--- config.mk ---
export PLATFORM = sky130hd
export DESIGN_NAME = imem_boot_ctrl
export DESIGN_NICKNAME = d
export VERILOG_FILES = /design/src/rtl/imem_boot_ctrl.sv
export SDC_FILE = /design/constraint.sdc
export NUM_CORES = 1
export LEC_CHECK = 0
export ABC_AREA = 1
export BUFFER_PORTS_ARGS = -buffer_cell sky130_fd_sc_hd__buf_2
export CORE_MARGIN = 4
export CORE_UTILIZATION = 45
export CTS_BUF_LIST = sky130_fd_sc_hd__clkbuf_16
export DETAILED_ROUTE_END_ITERATION = 6
export PLACE_DENSITY = 0.71
export SETUP_SLACK_MARGIN = 0.2
export SLEW_MARGIN = 20
export SYNTH_ARGS = -nofsm -noshare
export SYNTH_HDL_FRONTEND = slang
export SYNTH_SLANG_ARGS = --single-unit
export TNS_END_PERCENT = 100
--- constraint.sdc ---
create_clock -name iClk -period 2.5 [get_ports iClk]
set_input_delay 0.625 -clock iClk [delete_from_list [all_inputs] [get_ports iClk]]
set_output_delay 0.625 -clock iClk [all_outputs]
set_load 0.02 [all_outputs]
--- src/rtl/imem_boot_ctrl.sv ---
// Boot loader and port arbiter for the instruction memory: streams a program into
// consecutive words until the end marker, pulses start, then hands the port to fetch.
module imem_boot_ctrl #(
    parameter int                 cXLEN      = 32,
    parameter int                 cDepthLog2 = 10,
    parameter logic [cXLEN-1:0]   cEndMarker = 32'hDEADBEAF
) (
    input  logic                  iClk,
    input  logic                  iRst,
    input  logic [cXLEN-1:0]      iInst,
    input  logic                  iInstValid,
    output logic                  oInstReady,
    input  logic                  iReload,
    input  logic                  iFetchReq,
    input  logic [cDepthLog2-1:0] iFetchAddr,
    output logic                  oFetchGnt,
    output logic [cDepthLog2-1:0] oMemAddr,
    output logic [cXLEN-1:0]      oMemWdata,
    output logic                  oMemWen,
    output logic                  oStart,
    output logic                  oRunning,
    output logic [cDepthLog2:0]   oLoadCount,
    output logic                  oOverflow
);

    typedef enum logic [1:0] {
        LOAD,
        START,
        RUN,
        ERR
    } state_t;

    state_t                  state;
    state_t                  next_state;
    logic [cDepthLog2:0]     load_count;
    logic [cDepthLog2:0]     next_count;
    logic [cDepthLog2-1:0]   mem_addr;
    logic [cDepthLog2-1:0]   next_addr;
    logic [cXLEN-1:0]        mem_wdata;
    logic [cXLEN-1:0]        next_wdata;
    logic                    mem_wen;
    logic                    next_wen;
    logic                    fetch_gnt;
    logic                    next_gnt;
    logic                    start;
    logic                    next_start;
    logic                    overflow;
    logic                    next_overflow;
    logic                    accept;
    logic                    is_marker;
    logic                    full;

    assign accept    = iInstValid && (state == LOAD);
    assign is_marker = (iInst == cEndMarker);
    // The count's top bit set means every word of the memory already holds program.
    assign full      = load_count[cDepthLog2];

    always_ff @(posedge iClk or posedge iRst) begin
        if (iRst) begin
            state      <= LOAD;
            load_count <= '0;
            mem_addr   <= '0;
            mem_wdata  <= '0;
            mem_wen    <= 1'b0;
            fetch_gnt  <= 1'b0;
            start      <= 1'b0;
            overflow   <= 1'b0;
        end else begin
            state      <= next_state;
            load_count <= next_count;
            mem_addr   <= next_addr;
            mem_wdata  <= next_wdata;
            mem_wen    <= next_wen;
            fetch_gnt  <= next_gnt;
            start      <= next_start;
            overflow   <= next_overflow;
        end
    end

    // Reload beats everything, including a word accepted on the same edge.
    always_comb begin
        next_state    = state;
        next_count    = load_count;
        next_addr     = mem_addr;
        next_wdata    = mem_wdata;
        next_wen      = 1'b0;
        next_gnt      = 1'b0;
        next_start    = 1'b0;
        next_overflow = overflow;
        if (iReload) begin
            next_state    = LOAD;
            next_count    = '0;
            next_overflow = 1'b0;
        end else begin
            case (state)
                LOAD: begin
                    if (accept) begin
                        if (!is_marker) begin
                            if (!full) begin
                                next_wen   = 1'b1;
                                next_addr  = load_count[cDepthLog2-1:0];
                                next_wdata = iInst;
                                next_count = load_count + 1'b1;
                            end else begin
                                next_state    = ERR;
                                next_overflow = 1'b1;
                            end
                        end else if (load_count != '0) begin
                            next_state = START;
                            next_start = 1'b1;
                        end
                    end
                end
                START: begin
                    next_state = RUN;
                end
                RUN: begin
                    next_addr = iFetchAddr;
                    next_gnt  = iFetchReq;
                end
                ERR: begin
                    next_overflow = 1'b1;
                end
                default: begin
                    next_state = LOAD;
                end
            endcase
        end
    end

    assign oInstReady = (state == LOAD);
    assign oRunning   = (state == RUN);
    assign oLoadCount = load_count;
    assign oMemAddr   = mem_addr;
    assign oMemWdata  = mem_wdata;
    assign oMemWen    = mem_wen;
    assign oFetchGnt  = fetch_gnt;
    assign oStart     = start;
    assign oOverflow  = overflow;

endmodule

Word level (Yosys, flattened, before mapping)
Cells that the tools add are included.

Register bits: 59. Latch bits: 0. Memory bits (writable): 0. ROM bits: 0. Input bits: 47. Output and inout bits: 59. Logic and storage cells: 73. Memories kept: 0.

Add/sub/neg operators: 1. Multiply operators: 0. Divide/modulo/power cells: 0. $lt $le $gt $ge: 0. Equality and inequality tests: 14. Shift-type cells: 0. Multiplexer cells: 32. Bitwise operators: 3. Reduce and logical (&&, ||, !) cells: 14.

Operators with widths (count): two-way mux 11 bit (5); equality test 32 bit (second input constant) (1); two-way mux 10 bit (3); case mux 10 bit (2 select lines) (1); two-way mux 1 bit (16); AND reduction 4 bit (3); adder 11 x 1 -> 11 bit (second input constant) (1); nonzero test 11 bit (1); two-way mux 2 bit (5); AND reduction 5 bit (2); inequality test 2 bit (second input constant) (4); inequality test 3 x 1 -> 1 bit (second input constant) (2); nonzero test 2 bit (3); nonzero test 3 bit (2); equality test 2 bit (second input constant) (2); inequality test 4 x 1 -> 1 bit (second input constant) (1); inequality test 4 x 3 -> 1 bit (second input constant) (1); case mux 2 bit (2 select lines) (1); inequality test 3 bit (second input constant) (1); NOT 1 bit (3); AND reduction 3 bit (1); equality test 2 x 1 -> 1 bit (second input constant) (1); zero test 2 bit (1); inequality test 2 x 1 -> 1 bit (second input constant) (1); 2 further kinds (2).

Logic depth before layout (Yosys ltp)
Gate-level depths: netlist (run 1).

Depth in word-level cells: 6. Mapped depth: 11. Gate-level depth less buffers: 11.

Worst setup path before layout (run 1)
No wires, ideal clock.

Path kind: input to register. Start point: input iInst[6]. End point: register load_count[9] (netlist: oLoadCount[9]). Library setup time: 117 ps. Data arrival time: 1509 ps. Required time: 2383 ps. Slack: 874 ps. Stages on the path: 11. Buffers on the path: 1. Path through: inv_1 -> nand2_1 -> nor2_2 -> nand2_1 -> nor2_2 -> nand2_4 -> nand2_8 -> nand2_8 -> buf_6 -> nand2_1 -> nand2_1.

Cells in the longest elaborated chain, start to end: 3.

RTL lines: start: declaration (RTL line 10) `input logic [cXLEN-1:0] iInst,`; equality test 32 bit (RTL line 54) `assign is_marker = (iInst == cEndMarker);`; inequality test 2 bit (no line); AND reduction 4 bit (no line); end signal: assignment (RTL line 70) `load_count <= next_count;`; end: declaration (RTL line 35) `logic [cDepthLog2:0] load_count;`.

No other way between the ends. A chain may end at the register's enable or synchronous reset.

Final worst setup path (run 1)
Start point: register state[1]. End point: output oRunning.

Cells in the longest elaborated chain, start to end: 1.

RTL lines: start: declaration (RTL line 33) `state_t state;`; start signal: assignment (RTL line 69) `state <= next_state;`; equality test 2 bit (RTL line 132) `assign oRunning = (state == RUN);`; end: declaration (RTL line 21) `output logic oRunning,`.

No other way between the ends.

==> Implementation_results.wiki, run 1 <==
{| class="wikitable"
! Metric !! Value
|-
| Type of destination of the critical path || output port
|-
| Setup Slack @ Placement || 0.401 ns
|-
| End of the worst register-to-register path || oLoadCount[1]
|-
| Flop2flop setup slack || 0.80 ns
|-
| Clk pin slew, worst setup/hold paths || 0.06 ns
|-
| Via count || 2951
|-
| Resized Gates After CTS || 0
|-
| Worst path top cell family by delay || flip-flops
|-
| Beginning of the worst register-to-register path || state[1]
|-
| Number of hold violations in the final report || 0
|-
| Quantity of hold-fixing buffers added after cts || 0
|-
| Fillers || 642
|-
| Ys flop type || sky130_fd_sc_hd__dfrtp_1
|-
| Sinks on Clock Net || 59
|-
| Hold Path Class || in2async
|-
| Root buffer selected by CTS || sky130_fd_sc_hd__clkbuf_16
|-
| Via count of the first global-routing pass || 2880
|-
| Clk Latency, worst-skew pair || 0.32 ns
|-
| Worst Skew || 0.00595 ns
|-
| First-pass GRT wire length || 13400 µm
|-
| Total power per unit cell area || 855 nW/µm²
|-
| Cell area reported after detailed placement || 3670 µm²
|-
| Placer Congestion || 0.861
|-
| Buffers on Ports || 105
|-
| Fraction of layout cells with a size suffix above 1 || 31.9%
|-
| N_diodes || 0
|-
| Yosys warning total || 0
|-
| Data arrival time of the critical path || 1.26 ns
|-
| Global routing usage summed across all routing layers || 19.8%
|-
| Data required time of the critical path || 1.88 ns
|-
| CP startpoint kind || flip-flop
|-
| Floorplan core area || 6760 µm²
|-
| Tightest slew margin relative to the limit || 65.1%
|-
| Post-detailed-route DRC marker count || 0
|-
| Post-Route Hold Slack || 0.316 ns
|-
| Count of flip-flops with a built-in enable after synthesis || 0
|-
| Number of routed nets with antenna violations || 0
|-
| Run status || finished, final reports clean
|-
| Starting density of the core || 46.2%
|-
| Leak || 0.00215 µW
|-
| Final setup violating endpoints || 0
|-
| CP bufs+invs || 2
|-
| Number of synthesized register bits || 59
|-
| Cell types with the largest area share after synthesis || sky130_fd_sc_hd__dfrtp_1, sky130_fd_sc_hd__nand2_1, sky130_fd_sc_hd__o21ai_0, sky130_fd_sc_hd__inv_1, sky130_fd_sc_hd__nand3_2
|-
| Buffer count from post-CTS setup fixing || 0
|-
| Top cells by instance count after synthesis || sky130_fd_sc_hd__nand2_1, sky130_fd_sc_hd__dfrtp_1, sky130_fd_sc_hd__o21ai_0, sky130_fd_sc_hd__inv_1, sky130_fd_sc_hd__nor2_1
|-
| Y dimension of the die || 91.3 µm
|-
| Cell type contributing the most total cell area after synthesis || sky130_fd_sc_hd__dfrtp_1
|-
| Total CTS buffers || 9
|-
| Netlist area before placement || 3120 µm²
|-
| Area share of the leading cell type in the synthesized netlist || 47.3%
|-
| Maximum buffer depth of the clock tree || 2
|-
| Number of vias per cell || 5.08
|-
| Total number of H-tree levels || 3
|-
| HPWL reported at the end of detailed placement || 5740 µm
|-
| Transition at the pin with the smallest max-transition slack || 0.524 ns
|-
| Logic depth of the worst register-to-register path || 7
|-
| Clock tree from TritonCTS || done
|-
| Final net count || 545
|-
| Die ar. || 8340 µm²
|-
| Kind of critical path || reg2out
|-
| Setup TNS after final layout || 0 ns
|-
| Critical Path Max Stage Delay || 0.41 ns
|-
| Max cap viols || 0
|-
| Area delta synth->final || 28.1%
|-
| Most repeated cell in the gate-level netlist after synthesis || sky130_fd_sc_hd__nand2_1
|-
| Top-level I/O count || 106
|-
| Post-Syn Instances || 393
|-
| Post-synth ARST share || 100%
|-
| First-iteration detailed-routing DRC count || 104
|-
| Layout Utilization || 59.2%
|-
| Final Max Slew Viols || 0
|-
| Count of different cell masters after synthesis || 25
|-
| Ordered list of cells on the worst path || inv_1, nor2_1, buf_2
|-
| Worst voltage drop across the vdd grid || 0.000405 V
|-
| Routed length per placed instance || 13.6 µm
|-
| Slowest cell on crit path || sky130_fd_sc_hd__dfrtp_1
|-
| Share of the clock period used by the worst path || 75.6%
|-
| Biggest fanout along the worst timing path || 3
|-
| Net count of the mapped netlist || 442
|-
| Smallest setup slack after layout || 0.610 ns
|-
| Total length of routed wires || 7900 µm
|-
| Site row count || 30
|-
| Final standard cell area without fillers || 4000 µm²
|-
| Die Span X || 91.3 µm
|-
| Remaining global-route overflow || 0
|-
| Minimum clock period after layout || 1.89 ns
|-
| Post-Synthesis Mean Instance Area || 7.95 µm²
|-
| Maximum frequency from static timing analysis || 529 MHz
|-
| RSZ-0062 raised after global routing || no
|-
| Post-synthesis sequential area ratio || 47.3%
|-
| Initial antenna violation count || 0
|-
| Largest net degree at the start of global routing || 40
|-
| Iteration count of the initial detailed-routing pass || 4
|}
-- sequential cells by signal (all words and copies together) (netlist names) --
signal,count
state,2
oOverflow,1
oMemWen,1
oMemWdata,32
oFetchGnt,1
oLoadCount,11
oMemAddr,10
oStart,1
-- metal layers --
metal	GRT usage, %	vias to the layer above	share of wire, %	wire (µm)
met4	7.29	0	1.3	99
met1	24.9	1371	44	3440
li1	-	1462	-	-
met3	5.55	10	8.5	668
met2	32.5	108	47	3690
met5	0	-	0	0
-- cell families after synthesis --
kind of cell	share of synthesized area, %
flip-flops	47.3
adder cells (fa/ha/maj)	0.801
buffers and inverters	7.09
AO/OA/AOI/OAI	9.90
AND/OR/NAND/NOR	34.9
-- cells in the final DEF, fill, tap and decap left out, types with 2 or more instances in the layout --
cell,netlist,routed
sky130_fd_sc_hd__clkinv_4,0,2
sky130_fd_sc_hd__clkbuf_16,0,9
sky130_fd_sc_hd__nor2_1,25,25
sky130_fd_sc_hd__ha_1,2,2
sky130_fd_sc_hd__inv_1,28,27
sky130_fd_sc_hd__nand2_4,3,3
sky130_fd_sc_hd__nand4_1,4,4
sky130_fd_sc_hd__a21oi_1,3,3
sky130_fd_sc_hd__dfrtp_1,59,59
sky130_fd_sc_hd__nor2_4,3,3
sky130_fd_sc_hd__buf_4,3,3
sky130_fd_sc_hd__clkinvlp_4,0,2
sky130_fd_sc_hd__bufinv_16,0,2
sky130_fd_sc_hd__nand3_2,10,10
sky130_fd_sc_hd__o21ai_2,9,9
sky130_fd_sc_hd__nand2_1,150,150
sky130_fd_sc_hd__buf_2,3,105
sky130_fd_sc_hd__nand2_8,2,2
sky130_fd_sc_hd__nand3_1,17,17
sky130_fd_sc_hd__o21ai_0,43,43
sky130_fd_sc_hd__nor3_1,9,9
sky130_fd_sc_hd__nor2_2,5,5
-- final cells by class --
class / instances / area [µm²] / share of cell area [%]
multi-input cells: 289 / 1430 / 35.6
inverters: 28 / 105 / 2.63
flip-flops and latches: 59 / 1480 / 36.9
clock buffers: 9 / 225 / 5.63
repair buffers: 109 / 568 / 14.2
well taps: 80 / 100 / 2.50
clock inverters: 7 / 101 / 2.53
-- how the worst max path moves through the flow --
stage                    from          end  cells after the start
CTS                  state[1]     oRunning                      3
finish               state[1]     oRunning                      3
detailed placement  iInst[14]  oMemAddr[8]                     12
global placement    iInst[14]  oMemAddr[9]                     12
global route         state[1]     oRunning                      3
floorplan                iRst    oFetchGnt                      1
-- per-stage QoR --
stage | power (µW) | cells
detailed placement | 2110 | 565
global placement | 2090 | 565
global route | 3590 | 581
CTS | 3460 | 581
finish | 3420 | 581
floorplan | 1800 | 393
-- report_power, final --
| group | switching [µW] | leakage [µW] | internal [µW] | total (µW) |
|---|---|---|---|---|
| Clock | 457 | 0.000152 | 878 | 1340 |
| Sequential | 103 | 0.000764 | 1140 | 1240 |
| Combinational | 578 | 0.00124 | 268 | 846 |
Power figures use the tool's default switching activity.
==> run 2: changes to the inputs <==
--- a/config.mk
+++ b/config.mk
@@ -5,13 +5,13 @@
 export SDC_FILE = /design/constraint.sdc
 export NUM_CORES = 1
 export LEC_CHECK = 0
-export ABC_AREA = 1
+export ABC_AREA = 0
 export BUFFER_PORTS_ARGS = -buffer_cell sky130_fd_sc_hd__buf_2
 export CORE_MARGIN = 4
-export CORE_UTILIZATION = 45
+export CORE_UTILIZATION = 44
 export CTS_BUF_LIST = sky130_fd_sc_hd__clkbuf_16
 export DETAILED_ROUTE_END_ITERATION = 6
-export PLACE_DENSITY = 0.71
+export PLACE_DENSITY = 0.74
 export SETUP_SLACK_MARGIN = 0.2
 export SLEW_MARGIN = 20
 export SYNTH_ARGS = -nofsm -noshare
==> constraint.sdc (replaced) <==
create_clock -name iClk -period 1.6 [get_ports iClk]
set_input_delay 0.4 -clock iClk [delete_from_list [all_inputs] [get_ports iClk]]
set_output_delay 0.4 -clock iClk [all_outputs]
set_load 0.02 [all_outputs]
==> Implementation_results.wiki, run 2 <==
{| class="wikitable"
! Metric !! Value
|-
| Run status || complete, but fails checks
|-
| Failing checks || setup timing
|-
| RSZ-0062 raised after global routing || yes
|-
| Clk Latency, worst-skew pair || 0.33 ns
|-
| Top-level I/O count || 106
|-
| Switching part of the total power || 30.6%
|-
| Fraction of layout cells with a size suffix above 1 || 52.6%
|-
| CP startpoint kind || flip-flop
|-
| Via count || 2743
|-
| Tightest slew margin relative to the limit || 46.5%
|-
| Critical Path Max Stage Delay || 0.44 ns
|-
| Initial antenna violation count || 0
|-
| Placer Congestion || 0.814
|-
| Total power per unit cell area || 1070 nW/µm²
|-
| N_diodes || 0
|-
| Data required time of the critical path || 1.80 ns
|-
| Yosys warning total || 0
|-
| Global routing usage summed across all routing layers || 22.9%
|-
| HPWL reported at the end of detailed placement || 5470 µm
|-
| Floorplan core area || 5990 µm²
|-
| Post-detailed-route DRC marker count || 0
|-
| Post-Syn Instances || 285
|-
| Area share of the leading cell type in the synthesized netlist || 53.9%
|-
| Final setup violating endpoints || 53
|-
| Filler-free cell count of the finished design || 531
|-
| Max cap viols || 0
|-
| Slowest cell on crit path || sky130_fd_sc_hd__or3b_4
|-
| Kind of critical path || reg2reg
|-
| Maximum frequency from static timing analysis || 554 MHz
|-
| Via count of the first global-routing pass || 2753
|-
| Fillers || 421
|-
| Number of routed nets with antenna violations || 0
|-
| Cell types with the largest area share after synthesis || sky130_fd_sc_hd__dfrtp_1, sky130_fd_sc_hd__nand2_1, sky130_fd_sc_hd__nor2_1, sky130_fd_sc_hd__nor3_2, sky130_fd_sc_hd__nand4b_1
|-
| Clock tree from TritonCTS || done
|-
| Transition at the pin with the smallest max-transition slack || 0.803 ns
|-
| Post-Synthesis Mean Instance Area || 9.61 µm²
|-
| Type of destination of the critical path || flip-flop
|-
| Final standard cell area without fillers || 4560 µm²
|-
| Total length of routed wires || 8820 µm
|-
| Net count of the mapped netlist || 334
|-
| Netlist area before placement || 2740 µm²
|-
| Post-synth ARST share || 100%
|-
| Routed length per placed instance || 16.6 µm
|-
| First-iteration detailed-routing DRC count || 126
|-
| Total CTS buffers || 9
|-
| Smallest setup slack after layout || -0.205 ns
|-
| Worst voltage drop across the vdd grid || 0.000935 V
|-
| Die ar. || 7550 µm²
|-
| Largest net degree at the start of global routing || 60
|-
| Buffers on Ports || 105
|-
| Ordered list of cells on the worst path || or3b_4, nor3_2, a21bo_4, clkbuf_16, o22ai_2, nor2_1
|-
| Final Max Slew Viols || 0
|-
| Area delta synth->final || 66.4%
|-
| Count of flip-flops with a built-in enable after synthesis || 0
|-
| Iteration count of the initial detailed-routing pass || 4
|-
| Part of the total power dissipated in combinational logic || 24.8%
|-
| Total placed cells including tap cells || 494
|-
| Leak || 0.00236 µW
|-
| Pint || 3400 µW
|-
| CP bufs+invs || 1
|-
| Total number of H-tree levels || 3
|-
| Starting density of the core || 45.7%
|-
| Minimum clock period after layout || 1.81 ns
|-
| Worst Skew || 0.00527 ns
|-
| Root buffer selected by CTS || sky130_fd_sc_hd__clkbuf_16
|-
| Count of different cell masters after synthesis || 40
|-
| First-pass GRT wire length || 13200 µm
|-
| Clk pwr share || 37.6%
|-
| Clk pin slew, worst setup/hold paths || 0.05 ns
|-
| Top cells by instance count after synthesis || sky130_fd_sc_hd__nand2_1, sky130_fd_sc_hd__dfrtp_1, sky130_fd_sc_hd__nor2_1, sky130_fd_sc_hd__o22ai_1
|-
| Max FFs per register || 32
|-
| Number of hold violations in the final report || 0
|-
| Sequential group share of total power || 37.6%
|-
| Most common library cell in the layout ignoring fill and taps || sky130_fd_sc_hd__nand2_1
|-
| Site row count || 28
|-
| Hold Path Class || in2async
|-
| Ys flop type || sky130_fd_sc_hd__dfrtp_1
|-
| Cell type contributing the most total cell area after synthesis || sky130_fd_sc_hd__dfrtp_1
|-
| Worst path top cell family by delay || simple AND/OR/NAND/NOR gates
|-
| Final net count || 500
|-
| Y dimension of the die || 86.9 µm
|-
| Post-synthesis sequential area ratio || 53.9%
|-
| Most frequent cells in the layout || sky130_fd_sc_hd__nand2_1, sky130_fd_sc_hd__buf_2, sky130_fd_sc_hd__dfrtp_1, sky130_fd_sc_hd__buf_4, sky130_fd_sc_hd__buf_6
|-
| Number of synthesized register bits || 59
|-
| Data arrival time of the critical path || 2.01 ns
|-
| Biggest fanout along the worst timing path || 5
|-
| Share of the clock period used by the worst path || 113%
|-
| Number of vias per cell || 5.17
|-
| Cell area reported after detailed placement || 3660 µm²
|-
| Maximum buffer depth of the clock tree || 2
|-
| Most repeated cell in the gate-level netlist after synthesis || sky130_fd_sc_hd__nand2_1
|-
| Sinks on Clock Net || 59
|-
| Die Span X || 86.9 µm
|-
| Remaining global-route overflow || 0
|-
| Total net switching power || 1490 µW
|}
## run 2: cell types whose count changed after synthesis, sizes merged, moves of 5 or more
cell    delta
a21oi      +5
inv       -22
nand2     -56
nand3     -25
nand4b     +7
nor2      -12
nor4       +5
o21ai     -52
o22ai      +9
## run 2: timing repair
action	CTS	global route
pin swaps	10	14
endpoints found under the setup margin	69	68
endpoints found under the hold margin	0	0
resized for setup	61	26
gates cloned	1	2
hold buffers	0	0
setup buffers	12	6
## run 2: stage by stage
stage / utilization [%] / setup TNS [ns] / setup slack, ns / hold slack (ns) / power [µW]
2_1_floorplan: - / -5.99 / -0.148 / 0.500 / 2480
3_3_place_gp: 61.0 / -18.45 / -0.370 / 0.453 / 2900
3_5_place_dp: 61.0 / -18.86 / -0.392 / 0.457 / 2930
4_1_cts: 72.0 / -3.81 / -0.130 / 0.155 / 4840
5_1_grt: 76.0 / -8.74 / -0.254 / 0.193 / 5110
6_report: 76.0 / -5.59 / -0.205 / 0.155 / 4890
## run 2: worst register-to-register path: cells and delay by family (launching register included)
kind	cells	cell delay (ns)
and+or+nand+nor	3	0.65
buffers and inverters	1	0.18
DFF	1	0.39
AOI/OAI and AO/OA	2	0.47
## run 2: layout make-up
type                    instances  area (µm²)  area share, %
clock buffers                   9         225           4.94
flip-flops and latches         59        1480           32.5
multi-input cells             205        1380           30.3
repair buffers                170        1270           28.0
inverters                       6        38.8          0.851
clock inverters                 7        61.3           1.35
well taps                      75        93.8           2.06
## run 2: layer usage
layer  up-vias  routed length [µm]  GRT usage, %
li1       1298                   -             -
met2       125                4390          36.9
met3        13                 712          5.96
met1      1307                3590          29.4
met5         -                   0             0
met4         0                 121          8.92
## run 2: cell families after synthesis
group	after synthesis	synth area share, %
muxes	2	0.777
and+or+nand+nor	168	30.5
adders and majority gates	2	0.914
AOI/OAI and AO/OA	32	8.78
xor gates and xnor gates	1	0.320
buffers and inverters	21	4.80
DFF	59	53.9
## run 2: path summary, 6_finish.rpt
kind	end	cells after the start	slack (ns)	from
setup / recovery	oMemAddr[5]	6	-0.21	state[0]
setup reg to reg	oMemAddr[5]	6	-0.21	state[0]
min in group iClk	oMemWdata[24]	3	0.26	iInst[24]
hold reg to reg	oMemWdata[11]	2	0.47	oMemWdata[11]
hold / removal	oMemWdata[31]	3	0.15	iRst
max in group asynchronous	oLoadCount[0]	3	1.18	iRst
## run 2: power by group through the flow
stage          registers (µW)  logic [µW]  clock network, µW
2_1_floorplan            2110         367                  0
3_3_place_gp             1850        1050                  0
3_5_place_dp             1850        1070                  0
4_1_cts                  1830        1150               1860
5_1_grt                  1860        1310               1940
6_report                 1840        1210               1840
